<file path="config.mk">
export PLATFORM = sky130hd
export DESIGN_NAME = pipe_stage_buffer
export DESIGN_NICKNAME = d
export VERILOG_FILES = /design/src/rtl/pipe_stage_buffer.sv
export SDC_FILE = /design/constraint.sdc
export NUM_CORES = 1
export LEC_CHECK = 0
export CAP_MARGIN = 20
export CORE_ASPECT_RATIO = 0.9
export CORE_MARGIN = 2
export CORE_UTILIZATION = 30
export CTS_CLUSTER_DIAMETER = 60
export DETAILED_ROUTE_END_ITERATION = 8
export DONT_BUFFER_PORTS = 1
export GPL_ROUTABILITY_DRIVEN = 0
export HOLD_SLACK_MARGIN = 0.03
export PLACE_DENSITY = 0.43
export SLEW_MARGIN = 20
export SYNTH_ARGS = -nofsm -noshare
export SYNTH_HDL_FRONTEND = slang
export SYNTH_SLANG_ARGS = --single-unit
</file>
<file path="constraint.sdc">
create_clock -name clk -period 4.5 [get_ports clk]
set_clock_uncertainty 0.05 [all_clocks]
set_input_delay 0.45 -clock clk [delete_from_list [all_inputs] [get_ports clk]]
set_output_delay 0.45 -clock clk [all_outputs]
set_load 0.1 [all_outputs]
</file>
<file path="src/rtl/pipe_stage_buffer.sv">
// Parametrised pipeline stage register with valid/ready handshake, optional
// two-entry skid buffer, flush with bubble injection and saturating perf counters.
module pipe_stage_buffer #(
    parameter int unsigned       DATA_W = 64,
    parameter logic [DATA_W-1:0] BUBBLE = DATA_W'(64'h0000_0000_0000_0033),
    parameter bit                SKID   = 1'b1,
    parameter int unsigned       CNT_W  = 16
) (
    input  logic              clk,
    input  logic              rst_n,
    input  logic              in_valid,
    output logic              in_ready,
    input  logic [DATA_W-1:0] in_data,
    output logic              out_valid,
    input  logic              out_ready,
    output logic [DATA_W-1:0] out_data,
    input  logic              flush,
    output logic [1:0]        occupancy,
    output logic [CNT_W-1:0]  stall_cnt,
    output logic [CNT_W-1:0]  flush_cnt
);

    // State encoding doubles as the occupancy count.
    typedef enum logic [1:0] {
        EMPTY = 2'd0,
        ONE   = 2'd1,
        FULL  = 2'd2
    } state_e;

    localparam logic [CNT_W-1:0] CNT_MAX = '1;

    state_e            state_q, state_d;
    logic [DATA_W-1:0] main_q, main_d;
    logic [DATA_W-1:0] skid_q, skid_d;
    logic              in_ready_q;
    logic              push, pop;

    assign out_valid = (state_q != EMPTY);
    assign out_data  = main_q;
    assign occupancy = state_q;

    // With the skid entry present, in_ready comes straight from a flop so the
    // upstream stage never sees a combinational path from out_ready.
    assign in_ready = SKID ? in_ready_q : ((state_q == EMPTY) | out_ready);
    assign push     = in_valid & in_ready;
    assign pop      = out_valid & out_ready;

    // NOTE: every always_comb output gets a default first so no path leaves it
    // unassigned, which would otherwise infer a latch.
    always_comb begin
        state_d = state_q;
        main_d  = main_q;
        skid_d  = skid_q;
        if (flush) begin
            state_d = EMPTY;
            main_d  = BUBBLE;
        end else begin
            unique case (state_q)
                EMPTY: begin
                    if (push) begin
                        state_d = ONE;
                        main_d  = in_data;
                    end
                end
                ONE: begin
                    if (push && pop) begin
                        main_d = in_data;
                    end else if (push && SKID) begin
                        state_d = FULL;
                        skid_d  = in_data;
                    end else if (pop) begin
                        state_d = EMPTY;
                        main_d  = BUBBLE;
                    end
                end
                FULL: begin
                    if (pop) begin
                        state_d = ONE;
                        main_d  = skid_q;
                    end
                end
                default: begin
                    state_d = EMPTY;
                    main_d  = BUBBLE;
                end
            endcase
        end
    end

    // NOTE: sequential state uses non-blocking assignments so every flop
    // samples the pre-edge value of its neighbours.
    // NOTE: payload registers are reset as well, because an empty stage must
    // present BUBBLE on out_data straight out of reset.
    always_ff @(posedge clk or negedge rst_n) begin
        if (!rst_n) begin
            state_q    <= EMPTY;
            main_q     <= BUBBLE;
            skid_q     <= BUBBLE;
            in_ready_q <= 1'b1;
        end else begin
            state_q    <= state_d;
            main_q     <= main_d;
            skid_q     <= skid_d;
            in_ready_q <= (state_d != FULL);
        end
    end

    always_ff @(posedge clk or negedge rst_n) begin
        if (!rst_n) begin
            stall_cnt <= '0;
            flush_cnt <= '0;
        end else begin
            if (out_valid && !out_ready && stall_cnt != CNT_MAX)
                stall_cnt <= stall_cnt + CNT_W'(1);
            if (flush && flush_cnt != CNT_MAX)
                flush_cnt <= flush_cnt + CNT_W'(1);
        end
    end

endmodule

</file>
==> results of run 1 <==
[cell type report]
cell class | instances | area [µm²] | area share
Tap cell | 297 | 371.6 | 0.04603
Timing Repair Buffer | 29 | 255.2 | 0.03161
Clock buffer | 18 | 439.2 | 0.05439
Sequential cell | 163 | 4090 | 0.5066
Multi-Input combinational cell | 333 | 2698 | 0.3341
Clock inverter | 14 | 190.2 | 0.02355
Inverter | 8 | 30.03 | 0.003719
[cells in the mapped netlist (all sizes together), types with 6 or more instances]
library cell	count
dfrtp	154
mux2	66
a22oi	64
o2bb2ai	60
buf	22
nand2	17
clkbuf	16
xor2	14
xnor2	12
a21oi	11
nand3	11
nand4	11
nor2	11
dfstp	9
inv	8
nor3	8
nor2b	6
[routing by layer]
| layer | vias to the layer above | global-route usage | wire length [µm] |
|---|---|---|---|
| met3 | 13 | 0.05521 | 1468 |
| met4 | 0 | 0.03652 | 156 |
| met5 | - | 0 | 0 |
| met2 | 138 | 0.2529 | 8732 |
| li1 | 2060 | - | - |
| met1 | 2397 | 0.1869 | 7659 |
[metrics by stage]
| step | worst slack, ps | utilization | hold slack, ps | instance area [µm²] |
|---|---|---|---|---|
| after floorplan | 1808 | - | 104.4 | 6969 |
| after global placement | 1804 | 0.3267 | 110.4 | 7397 |
| after detailed placement | 1734 | 0.3267 | 112.3 | 7397 |
| after CTS | 1727 | 0.3562 | 51.81 | 8064 |
| after global routing | 1581 | 0.3566 | 95.07 | 8074 |
| final | 1769 | 0.3566 | 111.4 | 8074 |
[flip-flops by register name, summed over array words and instances (netlist names)]
register and count:
out_data 64, stall_cnt 16, skid_q 64, in_ready 1
occupancy 2, flush_cnt 16
[worst paths after layout]
check                                     end  cells past startpoint
worst max-delay path              out_data[0]                      6
min in group asynchronous       stall_cnt[13]                      2
max in group asynchronous         out_data[7]                      2
worst min-delay path                 in_ready                      1
worst max register to register    out_data[0]                      6
worst min register to register     skid_q[30]                      1
[cells by family (layout without fill, tap and decap cells)]
group | Yosys count | after routing | share of synthesized area
compound gates | 150 | 150 | 0.1677
xor+xnor | 26 | 26 | 0.03268
fa+ha+maj | 2 | 2 | 0.003590
buf+inv | 46 | 69 | 0.02909
flops | 163 | 163 | 0.5869
mux | 66 | 66 | 0.1066
simple gates | 89 | 89 | 0.07343
[worst register-to-register path: cells and delay by family, from the launching register on]
family | cells | cell delay [ps]
AND/OR/NAND/NOR | 3 | 1010
flip-flops | 1 | 450
AO/OA/AOI/OAI | 1 | 210
buffers and inverters | 2 | 920
[power groups by stage]
stage / combinational [W] / clock, W / sequential (W)
global route: 0.000870 / 0.00167 / 0.00257
floorplan: 0.000399 / 0 / 0.00273
global placement: 0.000740 / 0 / 0.00255
detailed placement: 0.000765 / 0 / 0.00256
CTS: 0.000801 / 0.00162 / 0.00253
finish: 0.000789 / 0.00156 / 0.00253
==> flow_summary.yaml, run 1 <==
sta:
  rsz0062_at_grt: "false"
  period_share: 0.6069
  setup_viol: 0
  slew_viol_final: 0
  finalHoldViolCount: 0
  slew_headroom: 0.2799
  fmax_mhz: 366.2
  min_period_ps: 2731
  worst_pin_slew_ps: 1080
  tns_ps: 0
floorplan:
  start_util: 0.3078
  die_width_um: 164.7
  fp.dieH_um: 148.6
  core_area_mm2: 0.02264
  dieArea_mm2: 0.02447
  io_pins: 169
  rows: 52
yosys:
  ys.flop_type: "dfrtp_1"
  async_reset_ff_frac: 1.000
  synth_nets: 613
  yosys_warnings: 0
  synth_area_mm2: 0.006969
  ys_types: 43
  syn_avg_cell_area_um2: 12.86
  synth_edf_count: 0
  synth_cells: 542
  synth_top_area_frac: 0.5530
  synth.largest_area_cell: "dfrtp_1"
  synth_seq_cells: 163
  synth.area.top_cells: "dfrtp_1 55%, mux2_2 11%, o2bb2ai_1 7.5%, a22oi_1 6.9%, dfstp_2 3.4%"
  seq_area_frac_synth: 0.5869
hold_path:
  hp-class: "in -> reg"
  min-delay-start: "out_ready"
worst_setup_path:
  crit_start: "occupancy[0]"
  end_kind: "register"
  rrSetupSlack_ps: 1770
  critPathMaxFanout: 41
  timing.rr.start: "occupancy[0]"
  path_cells: "buf_4, nor2b_1, or3_1, and3b_2, buf_4, a22oi_1"
  critical_path_class: "reg -> reg"
  arrival_ps: 3000
  cp_slowest_cell: "and3b_2"
  path_buf_inv: 2
  cp_common_cell: "buf_4"
  worstPathRequired_ps: 4760
  worstSetupStartpointType: "register"
  slowest_delay_ps: 550
  path_delay_family: "simple AND/OR/NAND/NOR gates"
clock_network:
  cts_buffers: 17
  htreeDepth: 4
  path_clk_slew_ps: 60
  post_cts_buffers: 0
  cts_tree: "built"
  clock_sinks: 163
  clockBufferDepth: 2
  cts_resized: 0
  cts-hold-fix-buffers: 2
  cts_root_buf: "clkbuf_16"
  clk_latency_ps: 420
power:
  p_int_w: 0.002947
  switching_share: 0.3963
  p_leak_nw: 3.550
  combPwrFrac: 0.162
  clkPwrFrac: 0.319
  finalPower_w: 0.004881
  ir_drop_mv: 0.4260
  sequentialPowerShare: 0.519
  p_switching_w: 0.001935
  p_per_area_mw_per_mm2: 604.6
routing:
  remaining_drc_errors: 0
  vias_per_cell: 5.346
  ant_nets: 0
  via_count: 4608
  routed_wirelength_um: 18020
  avgRoutedWirePerCell_um: 20.90
  drt_pass1_iterations: 5
  dr.first_iter.drc_count: 249
cells_and_area:
  final_net_count: 623
  n_fill_cell: 2209
  final_cell_mix: "154 x dfrtp_1, 66 x mux2_2, 64 x a22oi_1"
  areaGrowthSynthToFinish_pct: 15.85
  layout-drive-gt1-share: 0.2584
  n_antenna_cell: 0
  final_common_cell: "dfrtp_1"
  fin_cells: 862
outcome:
  status: "finished, final reports clean"
global_route:
  grt_util_all_layers: 0.1515
  grt_overflow: 0
  grt_first_pass_wirelength_um: 28700
  grt_pass1_vias: 4953
  grt_start_max_net_pins: 164
  grt_antenna_before_repair: 0
placed_design:
  dp.cells: 827
  dp_hpwl_um: 11090
  portBuffers: 0
run:
  cap_viol_max_count: 0
Note: power is estimated with default switching activity, not from simulation.
==> run 2, diff against run 1 <==
==> constraint.sdc (replaced) <==
create_clock -name clk -period 2.7 [get_ports clk]
set_clock_uncertainty 0.05 [all_clocks]
set_input_delay 0.27 -clock clk [delete_from_list [all_inputs] [get_ports clk]]
set_output_delay 0.27 -clock clk [all_outputs]
set_load 0.1 [all_outputs]
==> run 2 against run 1 <==
  * The run now ends with hold timing left
  * Non-clock buffer count increased by 79
  * Sequential cell count stayed put
  * Largest cell class unchanged
  * Combinational power is 130% higher
  * Via count increased by 7.1%
  * Total power is 64% higher
  * Critical path type is now reg -> out
  * Highest routed layer unchanged
  * Critical endpoint is now out_valid
  * Global-route usage up 0.35 points
  * Clock-buffer cell count rose by 2
  * Die area did not move
  * Worst hold slack lost 630 ps
  * Cell count is 9.2% higher
==> flow_summary.yaml, run 2 (synthesis results as in run 1) <==
outcome:
  status: "complete, but fails checks"
  violations: "hold timing"
floorplan:
  io_pins: 169
  start_util: 0.3078
  core_area_mm2: 0.02264
  die_width_um: 164.7
  fp.dieH_um: 148.6
  rows: 52
  dieArea_mm2: 0.02447
routing:
  dr.first_iter.drc_count: 198
  avgRoutedWirePerCell_um: 19.64
  vias_per_cell: 5.245
  remaining_drc_errors: 0
  drt_pass1_iterations: 4
  via_count: 4936
  routed_wirelength_um: 18480
  ant_nets: 0
cells_and_area:
  areaGrowthSynthToFinish_pct: 25.76
  final_cell_mix: "154 x dfrtp_1, 66 x mux2_2, 66 x dlygate4sd3_1"
  final_net_count: 702
  n_fill_cell: 2201
  n_antenna_cell: 0
  final_common_cell: "dfrtp_1"
  layout-drive-gt1-share: 0.2500
global_route:
  grt_overflow: 0
  grt_util_all_layers: 0.1550
  grt_pass1_vias: 5187
  grt_first_pass_wirelength_um: 29480
  grt_start_max_net_pins: 164
  grt_antenna_before_repair: 0
power:
  ir_drop_mv: 0.4385
  p_per_area_mw_per_mm2: 915.6
  p_leak_nw: 3.868
clock_network:
  path_clk_slew_ps: 70
  cts-hold-fix-buffers: 66
  clockBufferDepth: 2
  htreeDepth: 4
  clk_latency_ps: 420
  clock_sinks: 163
  cts_root_buf: "clkbuf_16"
  cts_tree: "built"
  cts_buffers: 17
worst_setup_path:
  critPathMaxFanout: 15
  end_kind: "output port"
  path_cells: "buf_4, or2_2"
  slowest_delay_ps: 640
  worstSetupStartpointType: "register"
  arrival_ps: 2000
  worstPathRequired_ps: 2380
  critical_path_class: "reg -> out"
  cp_slowest_cell: "dfrtp_1"
sta:
  hold_ws_ps: -514.0
  period_share: 0.8603
  slew_headroom: 0.3555
  fmax_mhz: 430.5
  timing.final.ws_setup_ps: 377.1
  worst_pin_slew_ps: 966.8
  tns_ps: 0
  slew_viol_final: 0
  finalHoldViolCount: 163
  rsz0062_at_grt: "false"
  setup_viol: 0
  min_period_ps: 2323
placed_design:
  dp_hpwl_um: 11100
  dpl_worst_slack_ps: 562.1
  portBuffers: 0
run:
  cap_viol_max_count: 0
hold_path:
  hp-class: "in -> async"
==> run 2: cell count changes in the layout (fill, tap and decap cells not counted) <==
cell	before	now
buf_12	1	3
buf_16	1	0
buf_4	25	39
bufinv_16	3	0
clkbuf_8	1	3
clkinv_2	0	3
clkinv_4	2	0
dlygate4sd3_1	2	66
inv_6	3	4
inv_8	3	2
==> run 2: worst paths after layout <==
| kind | start | endpoint | slack, ps | cells past startpoint |
|---|---|---|---|---|
| min in group clk | flush | flush_cnt[8] | 80 | 3 |
| max in group asynchronous | rst_n | in_ready | 2850 | 0 |
| worst min-delay path | rst_n | stall_cnt[13] | -510 | 0 |
| worst max-delay path | occupancy[1] | out_valid | 380 | 2 |
| worst min register to register | skid_q[45] | skid_q[45] | 460 | 1 |
| worst max register to register | occupancy[0] | out_data[17] | 540 | 6 |
==> run 2: area by class of cell <==
cell class | instances | area (µm²) | area share
Multi-Input combinational cell | 333 | 2698 | 0.3078
Clock buffer | 20 | 466.7 | 0.05325
Timing Repair Buffer | 108 | 1013 | 0.1156
Sequential cell | 163 | 4090 | 0.4667
Inverter | 8 | 30.03 | 0.003426
Clock inverter | 12 | 95.09 | 0.01085
Tap cell | 297 | 371.6 | 0.04240
==> run 2: through the flow <==
stage	total power (W)	hold slack, ps	instances	util	area [µm²]
finish	0.008025	-514.0	941	0.3871	8765
detailed placement	0.005637	-67.92	843	0.3331	7542
floorplan	0.005216	-75.59	542	-	6969
CTS	0.008125	-537.4	941	0.3871	8765
global placement	0.005586	-69.51	843	0.3331	7542
global route	0.008395	-541.6	941	0.3871	8765
==> run 2: worst max-delay path, delay by kind of cell (launching register included) <==
family                 cells  cell delay [ps]
buffers and inverters      1              400
flip-flops                 1              640
AND/OR/NAND/NOR            1              540
==> run 2: routing by layer <==
metal | track usage | wire (µm) | up-vias
met1 | 0.2035 | 8246 | 2558
met4 | 0.05565 | 310 | 0
met2 | 0.2454 | 8729 | 136
li1 | - | - | 2224
met5 | 0 | 0 | -
met3 | 0.04350 | 1195 | 18
==> run 2: timing repair <==
| item | in CTS | in global routing |
|---|---|---|
| endpoints found under the setup margin | 0 | 0 |
| buffers inserted | 0 | 0 |
| endpoints found under the hold margin | 294 | 163 |
| gates resized for setup | 0 | 0 |
==> run 2: power breakdown <==
part	internal, W	switching, W
logic	0.000618	0.00123
clock network	0.00127	0.00107
registers	0.00292	0.000917
==> run 3, diff against run 2 <==
--- a/config.mk
+++ b/config.mk
@@ -12,7 +12,6 @@
 export CTS_CLUSTER_DIAMETER = 60
 export DETAILED_ROUTE_END_ITERATION = 8
 export DONT_BUFFER_PORTS = 1
-export GPL_ROUTABILITY_DRIVEN = 0
 export HOLD_SLACK_MARGIN = 0.03
 export PLACE_DENSITY = 0.43
 export SLEW_MARGIN = 20
==> results of run 3 <==
The final DEF is identical to that of run 2; final timing and power are the same.
